## config.mk

```make
export PLATFORM = sky130hd
export DESIGN_NAME = mem_bridge
export DESIGN_NICKNAME = d
export VERILOG_FILES = /design/src/rtl/mem_bridge.sv
export SDC_FILE = /design/constraint.sdc
export NUM_CORES = 1
export LEC_CHECK = 0
export ABC_AREA = 1
export ABC_CLOCK_PERIOD_IN_PS = 3400
export BUFFER_PORTS_ARGS = -buffer_cell sky130_fd_sc_hd__buf_2
export CAP_MARGIN = 40
export CORE_MARGIN = 1
export CORE_UTILIZATION = 48
export DETAILED_ROUTE_END_ITERATION = 7
export GPL_TIMING_DRIVEN = 0
export PLACE_DENSITY_LB_ADDON = 0.05
export SLEW_MARGIN = 40
export SYNTH_ARGS = -nofsm -noshare
export SYNTH_HDL_FRONTEND = slang
export SYNTH_SLANG_ARGS = --single-unit
```

## constraint.sdc

```tcl
create_clock -name clk -period 3.4 [get_ports clk]
set_input_delay 0.17 -clock clk [delete_from_list [all_inputs] [get_ports clk]]
set_output_delay 0.17 -clock clk [all_outputs]
set_load 0.05 [all_outputs]
```

## src/rtl/mem_bridge.sv

```systemverilog
// CPU memory-port bridge: registers a request, decodes it to RAM or MMIO and runs a valid/ready bus cycle.
// Optional MEM_BRIDGE_STATS_EN adds done/error counters. Latency: done 2+k cycles after the request, faults after 1.
module mem_bridge #(
    parameter logic [31:0] RAM_BASE  = 32'h0000_0000,
    parameter logic [31:0] RAM_SIZE  = 32'h0001_0000,
    parameter logic [31:0] MMIO_BASE = 32'h1100_0000,
    parameter logic [31:0] MMIO_SIZE = 32'h0000_1000,
    parameter int          TIMEOUT   = 16
) (
    input  logic        clk,
    input  logic        rst,
    input  logic [31:0] cpu_addr,
    input  logic [31:0] cpu_wdata,
    input  logic        cpu_rd,
    input  logic        cpu_wr,
    input  logic [3:0]  cpu_be,
    output logic [31:0] cpu_rdata,
    output logic        cpu_done,
    output logic        cpu_error,
    output logic        mem_valid,
    input  logic        mem_ready,
    output logic [31:0] mem_addr,
    output logic [31:0] mem_wdata,
    output logic        mem_we,
    output logic [3:0]  mem_be,
    output logic [1:0]  mem_sel,
    input  logic [31:0] mem_rdata
`ifdef MEM_BRIDGE_STATS_EN
    ,
    output logic [31:0] txn_count,
    output logic [15:0] err_count
`endif
);
    localparam int CW = (TIMEOUT > 1) ? $clog2(TIMEOUT) : 1;
    localparam logic [CW-1:0] TMAX = CW'(TIMEOUT - 1);

    typedef enum logic [1:0] {IDLE, REQ, RESP, ERR} state_t;

    state_t        state, state_d;
    logic [CW-1:0] cnt;
    logic [31:0]   addr_q, wdata_q;
    logic [3:0]    be_q;
    logic          we_q;
    logic [1:0]    sel_q;
    logic          req, in_ram, in_mmio, fault;
    logic [1:0]    sel_d;

    assign req = cpu_rd | cpu_wr;

    always_comb begin
        in_ram  = (cpu_addr & ~(RAM_SIZE - 32'd1)) == RAM_BASE;
        in_mmio = (cpu_addr & ~(MMIO_SIZE - 32'd1)) == MMIO_BASE;
        // RAM wins when the regions overlap
        sel_d   = in_ram ? 2'b01 : (in_mmio ? 2'b10 : 2'b00);
        fault   = (cpu_rd & cpu_wr) | (cpu_be == 4'h0) | (cpu_addr[1:0] != 2'b00)
                | !(in_ram | in_mmio);
    end

    always_comb begin
        state_d = state;
        case (state)
            IDLE: if (req) state_d = fault ? ERR : REQ;
            REQ: begin
                if (mem_ready)       state_d = RESP;
                else if (cnt == TMAX) state_d = ERR;
            end
            RESP:    state_d = IDLE;
            ERR:     state_d = IDLE;
            default: state_d = IDLE;
        endcase
    end

    always_comb begin
        mem_valid = (state == REQ);
        mem_sel   = (state == REQ) ? sel_q : 2'b00;
        cpu_done  = (state == RESP) || (state == ERR);
        cpu_error = (state == ERR);
        mem_addr  = {addr_q[31:2], 2'b00};
        mem_wdata = wdata_q;
        mem_we    = we_q;
        mem_be    = be_q;
    end

    always_ff @(posedge clk) begin
        if (rst) begin
            state     <= IDLE;
            cnt       <= '0;
            addr_q    <= '0;
            wdata_q   <= '0;
            be_q      <= '0;
            we_q      <= 1'b0;
            sel_q     <= '0;
            cpu_rdata <= '0;
        end else begin
            state <= state_d;
            if (state == IDLE && req) begin
                addr_q  <= cpu_addr;
                wdata_q <= cpu_wdata;
                be_q    <= cpu_be;
                we_q    <= cpu_wr;
                sel_q   <= sel_d;
            end
            if (state == REQ) begin
                if (mem_ready) begin
                    cnt <= '0;
                    if (!we_q) cpu_rdata <= mem_rdata;
                end else if (cnt == TMAX) begin
                    cnt <= '0;
                end else begin
                    cnt <= cnt + CW'(1);
                end
            end
        end
    end

`ifdef MEM_BRIDGE_STATS_EN
    always_ff @(posedge clk) begin
        if (rst) begin
            txn_count <= '0;
            err_count <= '0;
        end else begin
            if (cpu_done) txn_count <= txn_count + 32'd1;
            // saturate so a long error storm never looks like a clean run
            if (cpu_error && err_count != 16'hFFFF) err_count <= err_count + 16'd1;
        end
    end
`endif

endmodule

```

==> flow_summary.json, run 1 <==
{
  "multi_input_comb_area_um2": 1550,
  "area_delta_synth_final_pct": 34.8,
  "dr.pass1.iters": 4,
  "post_cts_resized": 0,
  "seq_power_share_pct": 44.3,
  "period_needed_ns": 1.50,
  "fmax_mhz": 668,
  "grt_pass1_vias": 3792,
  "nets": 847,
  "cts_made_buffers": 9,
  "max-cap-violations": 0,
  "switchingPower_uw": 1270,
  "antenna_found_initial": 0,
  "synthCells": 521,
  "clock_path_buffers": 2,
  "cts-hold-fix-buffers": 0,
  "num_io_pins": 211,
  "ant_nets": 0,
  "clockRootBuffer": "clkbuf_8",
  "drt_iter0_drc": 123,
  "cts_setup_buffers": 0,
  "io_buffers": 208,
  "holdCritPathClass": "input port to register",
  "setup_viol": 0,
  "cts_tree": "yes",
  "internal_power_uw": 2020,
  "synth.distinct_cells": 23,
  "initial_core_util_pct": 50.4,
  "drt-wirelength-per-cell_um": 12.7,
  "combPwrFrac_pct": 31.6,
  "start_kind": "register",
  "outcome": "finished clean",
  "hold_path_depth": 3,
  "switching_share_pct": 38.6,
  "pwr-share-clk_pct": 24.0,
  "vias_per_cell": 4.80,
  "vdd_drop_max_mv": 0.303,
  "ff2ff_path_depth": 6,
  "final_util_pct": 68.0,
  "grt_usage_pct": 25.6,
  "vias": 4067,
  "required_ns": 3.23,
  "power_leakage_uw": 0.00271,
  "clk-insertion-delay-late_ns": 0.36,
  "pwr_density_cell_nw_per_um2": 616,
  "place_ws_ns": 2.03,
  "drive_gt1_share_pct": 33.4,
  "worstSetupPathType": "register to output port",
  "dp_hpwl_um": 8090,
  "core_um2": 7850,
  "htreeDepth": 3,
  "crit_arrival_ns": 1.33,
  "register_area_um2": 2140,
  "dieArea_um2": 8610,
  "clkTransAtPathRegs_ns": 0.10,
  "die_h_um": 92.8,
  "antenna_cells": 0,
  "grt_max_degree": 18,
  "hold_violations": 0,
  "min_period_over_period_pct": 44.0,
  "worst_setup_path_end_kind": "output port",
  "rows": 32,
  "slew_violations": 0,
  "route.detailed.drc": 0,
  "synthesis.area_um2": 3960,
  "rsz0062_at_grt": "no",
  "die_width_um": 92.8,
  "fin_skew_ns": 0.0102,
  "overflow": 0,
  "yosysWarnings": 0,
  "avgSynthCellArea_um2": 7.59,
  "grt_pass1_wl_um": 17500,
  "synth-seq-cells": 107,
  "place_congestion": 0.811,
  "drt-total-wl_um": 10800,
  "fillCellCount": 743,
  "worstPathMaxFanout": 9,
  "synth_seq_area_share_pct": 54.1,
  "tns_ns": 0,
  "cts_sinks": 107,
  "fin_ws_ns": 1.90
}
-- cell families after synthesis --
| logic type | share of synthesized area (%) |
|---|---|
| xor+xnor | 0.221 |
| flops | 54.1 |
| compound gates | 14.5 |
| other cells | 0.0948 |
| fa+ha+maj | 0.316 |
| buf+inv | 6.86 |
| simple gates | 23.8 |
-- worst paths after layout --
check / startpoint / endpoint / slack (ns)
max: state[0] / mem_sel[1] / 1.90
min: cpu_wdata[5] / mem_wdata[5] / 0.02
max reg2reg: state[0] / cpu_rdata[3] / 1.99
min reg2reg: cnt[3] / cnt[3] / 0.48
-- final cells by class --
| type | count | share of cell area, % |
|---|---|---|
| Clock buffer | 11 | 2.65 |
| Clock inverter | 5 | 1.17 |
| Buffer | 35 | 3.99 |
| Sequential cell | 107 | 40.2 |
| Timing Repair Buffer | 208 | 19.5 |
| Tap cell | 102 | 2.39 |
| Inverter | 15 | 1.10 |
| Multi-Input combinational cell | 365 | 29.0 |
-- synth_stat cells --
| master | instances | share of area (%) |
|---|---|---|
| nor2_1 | 213 | 20 |
| dfxtp_1 | 107 | 54 |
| o21ai_0 | 102 | 13 |
| nand2_1 | 23 | 2.2 |
| clkbuf_1 | 15 | 1.4 |
| a21oi_1 | 12 | 1.5 |
| inv_1 | 11 | 1.0 |
| buf_2 | 8 | 1.0 |
| buf_6 | 7 | 2.0 |
| buf_4 | 5 | 0.95 |
| nand3_1 | 4 | 0.51 |
| inv_2 | 3 | 0.28 |
| and2_1 | 1 | 0.16 |
| conb_1 | 1 | 0.095 |
| ha_1 | 1 | 0.32 |
| inv_4 | 1 | 0.16 |
| nand2_2 | 1 | 0.16 |
| nand2b_1 | 1 | 0.16 |
| nand4_1 | 1 | 0.16 |
| nor2_2 | 1 | 0.16 |
| nor3_1 | 1 | 0.13 |
| o21ai_1 | 1 | 0.13 |
| xor2_1 | 1 | 0.22 |
-- critical path, cell delays in order (launching register included) --
cell and delay, ns:
dfxtp_1 0.43, nand2_2 0.16, nor2_1 0.11, buf_2 0.26
-- placed cells by master (no fill, tap or decap), types with 3 or more instances in the layout --
cell	Yosys	layout
o21ai_0	102	102
a21oi_1	12	12
clkbuf_8	0	10
nor2_1	213	213
inv_1	11	11
buf_4	5	5
nand2_1	23	23
nand3_1	4	4
buf_2	8	216
dfxtp_1	107	107
clkbuf_1	15	16
inv_2	3	3
buf_6	7	7
-- state kept, by name (all words and copies together) (netlist names) --
| name | cells |
|---|---|
| cnt | 4 |
| state | 2 |
| mem_we | 1 |
| addr_q | 30 |
| mem_be | 4 |
| sel_q | 2 |
| cpu_rdata | 32 |
| mem_wdata | 32 |
-- power by group through the flow --
| stage | clock network, µW | registers [µW] | logic, µW |
|---|---|---|---|
| 3_3_place_gp | 0 | 1480 | 1030 |
| 6_report | 790 | 1460 | 1040 |
| 3_5_place_dp | 0 | 1480 | 1040 |
| 5_1_grt | 860 | 1470 | 1120 |
| 2_1_floorplan | 0 | 1940 | 299 |
| 4_1_cts | 806 | 1460 | 1040 |
-- metrics by stage --
step                      instances  power, µW  area, µm²  hold WS [ns]
after CTS                       848       3300       5330        0.0128
after floorplan                 522       2240       3960         0.239
final                           848       3280       5330        0.0228
after detailed placement        832       2520       5130         0.398
after global placement          832       2500       5130         0.390
after global routing            848       3450       5330        0.0160
-- layer usage --
layer	up-vias	share of wire, %	GRT usage [%]	wire length, µm
met5	-	0	0	0
met4	0	1.6	9.10	174
met3	14	8.2	6.98	882
met2	149	47	43.9	5090
met1	1819	43	30.6	4650
li1	2085	-	-	-
(Power assumes the default switching activity.)
==> run 2, diff against run 1 <==
- ABC_CLOCK_PERIOD_IN_PS: 3400 -> 1500
- CORE_UTILIZATION: 48 -> 45
- clock period: 3.4 -> 1.5 ns (I/O delays scaled with it)
==> run 2 against run 1 <==
- clock skew grew 0.0036 ns
- sequential share of layout area decreased by 6.3 points
- highest routed layer unchanged
- first-iteration DRC count increased by 52%
- combinational power up 150%
- count of clock-buffer cells in the layout is 1 lower
- critical endpoint is now addr_q[6]
- critical path type is now input port to register
- sequential power is 130% higher
==> flow_summary.json, run 2 (same netlist as run 1, synthesis figures left out) <==
{
  "worstPathMaxFanout": 10,
  "final_cell_mix": "buf_2, nor2_1, dfxtp_1",
  "fin_skew_ns": 0.0138,
  "grt_usage_pct": 28.1,
  "drive_gt1_share_pct": 30.0,
  "final_cells": 949,
  "vias_per_cell": 4.88,
  "die_h_um": 95.8,
  "seq_power_share_pct": 42.8,
  "cts_tree": "yes",
  "cp_slowest_cell": "dlygate4sd3_1",
  "holdWs_ns": 0.0145,
  "htreeDepth": 3,
  "pwr-share-clk_pct": 23.7,
  "dieArea_um2": 9170,
  "cts_setup_buffers": 0,
  "path_cells": "dlygate4sd3_1 -> buf_2 -> nor2_1 -> nor2_2 -> buf_6 -> inv_4 -> buf_6 -> buf_6 -> nor2_1 -> nor2_1",
  "drt_iter0_drc": 187,
  "grt_pass1_wl_um": 19800,
  "cts_sinks": 107,
  "rrSetupSlack_ns": 0.13,
  "grt_pass1_vias": 4466,
  "clkTransAtPathRegs_ns": 0.09,
  "drt-total-wl_um": 13000,
  "antenna_found_initial": 0,
  "ff2ff_path_depth": 9,
  "required_ns": 1.79,
  "switching_share_pct": 38.6,
  "internal_power_uw": 4750,
  "tns_ns": 0,
  "outcome": "finished clean",
  "place_congestion": 0.848,
  "vdd_drop_max_mv": 0.669,
  "nets": 945,
  "r2r-start": "state[1]",
  "clk-insertion-delay-late_ns": 0.37,
  "start_kind": "input port",
  "dr.pass1.iters": 5,
  "core_um2": 8380,
  "dp_hpwl_um": 8300,
  "rr_endpoint": "mem_wdata[24]",
  "ant_nets": 0,
  "grt_max_degree": 19,
  "route.detailed.drc": 0,
  "clockRootBuffer": "clkbuf_8",
  "slowest_delay_ns": 0.54,
  "slew_violations": 0,
  "crit_arrival_ns": 1.66,
  "initial_core_util_pct": 47.2,
  "combPwrFrac_pct": 33.5,
  "die_width_um": 95.8,
  "power_leakage_uw": 0.00313,
  "switchingPower_uw": 2990,
  "antenna_cells": 0,
  "final_common_cell": "buf_2",
  "min_period_over_period_pct": 91.5,
  "holdCritPathClass": "input port to register",
  "area_delta_synth_final_pct": 60.0,
  "io_buffers": 208,
  "endpoint": "addr_q[6]",
  "drt-wirelength-per-cell_um": 13.7,
  "period_needed_ns": 1.37,
  "cts_made_buffers": 9,
  "pwr_density_cell_nw_per_um2": 1220,
  "setup_viol": 0,
  "crit_path_start": "cpu_wr",
  "hold_violations": 0,
  "rows": 33,
  "place_inst": 835,
  "worstSetupPathType": "input port to register",
  "clock_path_buffers": 2,
  "worst_setup_path_end_kind": "register",
  "max-cap-violations": 0,
  "overflow": 0,
  "fmax_mhz": 728,
  "vias": 4632,
  "num_io_pins": 211,
  "rsz0062_at_grt": "no"
}
-- run 2: changes by cell type in the layout (fill, tap and decap cells not counted), sizes merged --
cell	before	now
clkinv	2	4
inv	15	16
clkbuf	26	25
dlygate4sd3	0	98
clkinvlp	2	0
-- run 2: stage by stage --
step / setup WS (ns) / utilization [%] / area (µm²) / power (µW)
2_1_floorplan: 0.161 / - / 3960 / 5080
3_3_place_gp: 0.181 / 61.2 / 5130 / 5680
3_5_place_dp: 0.0903 / 61.2 / 5130 / 5730
4_1_cts: 0.0541 / 75.5 / 6320 / 7730
5_1_grt: 0.0163 / 75.5 / 6330 / 8100
6_report: 0.127 / 75.5 / 6330 / 7740
-- run 2: layer usage --
layer / vias up / share of wire, % / GRT usage, %
met5: - / 0 / 0
met4: 0 / 4.1 / 15.5
met3: 45 / 7.0 / 6.79
met2: 219 / 48 / 48.7
met1: 2076 / 41 / 31.6
li1: 2292 / - / -
-- run 2: repair_timing --
| item | in CTS | in global routing |
|---|---|---|
| setup endpoints to repair | 0 | 21 |
| endpoints found under the hold margin | 101 | 0 |
| hold buffers | 98 | 0 |
| resized for setup | 0 | 5 |
-- run 2: cell type report --
class / instances / area [µm²]
Timing Repair Buffer: 306 / 2020
Buffer: 35 / 214
Clock inverter: 6 / 73.8
Fill cell: 648 / 2050
Clock buffer: 10 / 138
Tap cell: 105 / 131
Sequential cell: 107 / 2140
Multi-Input combinational cell: 365 / 1550
Inverter: 15 / 58.8
-- run 2: how the worst min path moves through the flow --
| stage | start | to | cells past startpoint |
|---|---|---|---|
| 2_1_floorplan | rst | cnt[1] | 1 |
| 3_3_place_gp | cpu_wdata[25] | mem_wdata[25] | 3 |
| 3_5_place_dp | cpu_wdata[14] | mem_wdata[14] | 3 |
| 4_1_cts | mem_rdata[19] | cpu_rdata[19] | 3 |
| 5_1_grt | mem_ready | state[0] | 4 |
| 6_report | mem_ready | state[0] | 4 |
-- run 2: worst max-delay path: cells and delay by family --
| kind | cells | cell delay [ns] |
|---|---|---|
| buffers and inverters | 6 | 1.18 |
| AND/OR/NAND/NOR | 4 | 0.40 |
-- run 2: power by group through the flow --
| stage | sequential [µW] | combinational (µW) | clock [µW] |
|---|---|---|---|
| global route | 3350 | 2770 | 1980 |
| detailed placement | 3360 | 2360 | 0 |
| CTS | 3300 | 2570 | 1860 |
| floorplan | 4400 | 679 | 0 |
| global placement | 3350 | 2330 | 0 |
| finish | 3320 | 2590 | 1830 |
==> run 3, diff against run 2 <==
- SETUP_SLACK_MARGIN: unset -> 0.3
==> run 3 against run 2 <==
- critical path depth shrank 2
- maximum frequency fell by 1.5%
- cell area grew 13%
- flip-flop and latch count unchanged
- worst hold slack improved by 0.078 ns
- critical path type is now register to register
- via count grew 7.1%
- power increased by 6.4%
- die area did not move
- non-clock buffer count rose by 20
- count of clock-buffer cells in the layout stayed put
- first-iteration DRC count down 9.6%
- clock power shrank 8%
- highest routed layer unchanged
==> flow_summary.json, run 3 (same netlist as run 1, synthesis figures left out) <==
{
  "worst_setup_path_end_kind": "register",
  "clock_path_buffers": 2,
  "worstSetupPathType": "register to register",
  "core_um2": 8380,
  "register_area_um2": 2150,
  "holdWs_ns": 0.0921,
  "required_ns": 1.76,
  "fin_skew_ns": 0.00739,
  "cts_made_buffers": 9,
  "clockRootBuffer": "clkbuf_8",
  "slew_violations": 0,
  "area_delta_synth_final_pct": 81.2,
  "dp_hpwl_um": 8190,
  "grt_pass1_wl_um": 20900,
  "grt_usage_pct": 29.6,
  "dieArea_um2": 9170,
  "die_width_um": 95.8,
  "cts_tree": "yes",
  "vdd_drop_max_mv": 0.709,
  "setup_viol": 0,
  "io_buffers": 208,
  "fillCellCount": 465,
  "slew_headroom_pct": 62.3,
  "grt_max_degree": 19,
  "outcome": "finished clean",
  "place_ws_ns": 0.106,
  "clk-insertion-delay-late_ns": 0.37,
  "drt_iter0_drc": 169,
  "final_cell_mix": "buf_2, nor2_1, dfxtp_1",
  "clkTransAtPathRegs_ns": 0.11,
  "nets": 965,
  "place_inst": 835,
  "rows": 33,
  "place_congestion": 0.792,
  "final_cells": 969,
  "holdCritPathClass": "input port to register",
  "dr.pass1.iters": 5,
  "drive_gt1_share_pct": 40.6,
  "fin_ws_ns": 0.106,
  "min_period_over_period_pct": 92.9,
  "hold_violations": 0,
  "route.detailed.drc": 0,
  "antenna_found_initial": 0,
  "crit_arrival_ns": 1.66,
  "power_uw": 8230,
  "antenna_cells": 0,
  "cts_sinks": 107,
  "vias": 4960,
  "worstPathMaxFanout": 10,
  "htreeDepth": 3,
  "period_needed_ns": 1.39,
  "pwr_density_cell_nw_per_um2": 1150,
  "grt_pass1_vias": 4549,
  "initial_core_util_pct": 47.2,
  "multi_input_comb_area_um2": 1930,
  "max-cap-violations": 0,
  "tightest_slew_ns": 0.566,
  "fmax_mhz": 717,
  "rsz0062_at_grt": "yes",
  "final_common_cell": "buf_2",
  "overflow": 0,
  "drt-total-wl_um": 15900,
  "die_h_um": 95.8,
  "drt-wirelength-per-cell_um": 16.4,
  "vias_per_cell": 5.12,
  "start_kind": "register",
  "ant_nets": 0,
  "num_io_pins": 211,
  "tns_ns": 0,
  "power_leakage_uw": 0.00337
}
-- run 3: cell type report --
cell class | instances | share of cell area, %
clock buffers | 10 | 1.78
clock inverters | 6 | 0.698
flip-flops and latches | 107 | 30.0
well taps | 105 | 1.83
multi-input cells | 365 | 26.9
plain buffers | 35 | 4.80
inverters | 15 | 1.06
repair buffers | 326 | 32.9
-- run 3: path summary, 6_finish.rpt --
kind	start	depth (start not counted)	endpoint	slack, ns
worst min-delay path	cpu_addr[0]	5	state[1]	0.09
worst max register to register	state[0]	8	mem_wdata[21]	0.11
worst max-delay path	state[0]	8	mem_wdata[21]	0.11
worst min register to register	cnt[3]	2	cnt[3]	0.48
-- run 3: report_power, final --
group	internal [µW]	switching (µW)
logic	1090	2130
clock network	624	1060
registers	3160	180
-- run 3: through the flow --
step | utilization (%) | cell area [µm²]
final | 85.6 | 7170
after global routing | 85.6 | 7170
after CTS | 79.0 | 6630
after detailed placement | 61.2 | 5130
after global placement | 61.2 | 5130
after floorplan | - | 3960
-- run 3: layer usage --
layer / up-vias / routed length [µm] / global-route usage, %
met5: - / 0 / 0
met4: 0 / 663 / 14.7
met3: 60 / 1050 / 6.56
met2: 241 / 8160 / 53.2
met1: 2319 / 6040 / 32.9
li1: 2340 / - / -
-- run 3: worst max-delay path: stages (launching register included) --
cell and delay [ns]:
dfxtp_4 0.40, inv_2 0.05, nand2_4 0.06, nor2_4 0.04
buf_4 0.14, buf_6 0.13, buf_4 0.16, o21ai_0 0.22
nor2_1 0.09
-- run 3: timing repair --
| action | in CTS | in global routing |
|---|---|---|
| endpoints found under the setup margin | 105 | 97 |
| cloned | 4 | 7 |
| hold buffers | 101 | 0 |
| gates resized for setup | 91 | 137 |
| hold endpoints to repair | 103 | 0 |
| buffers inserted | 5 | 1 |
| pin swaps | 3 | 17 |
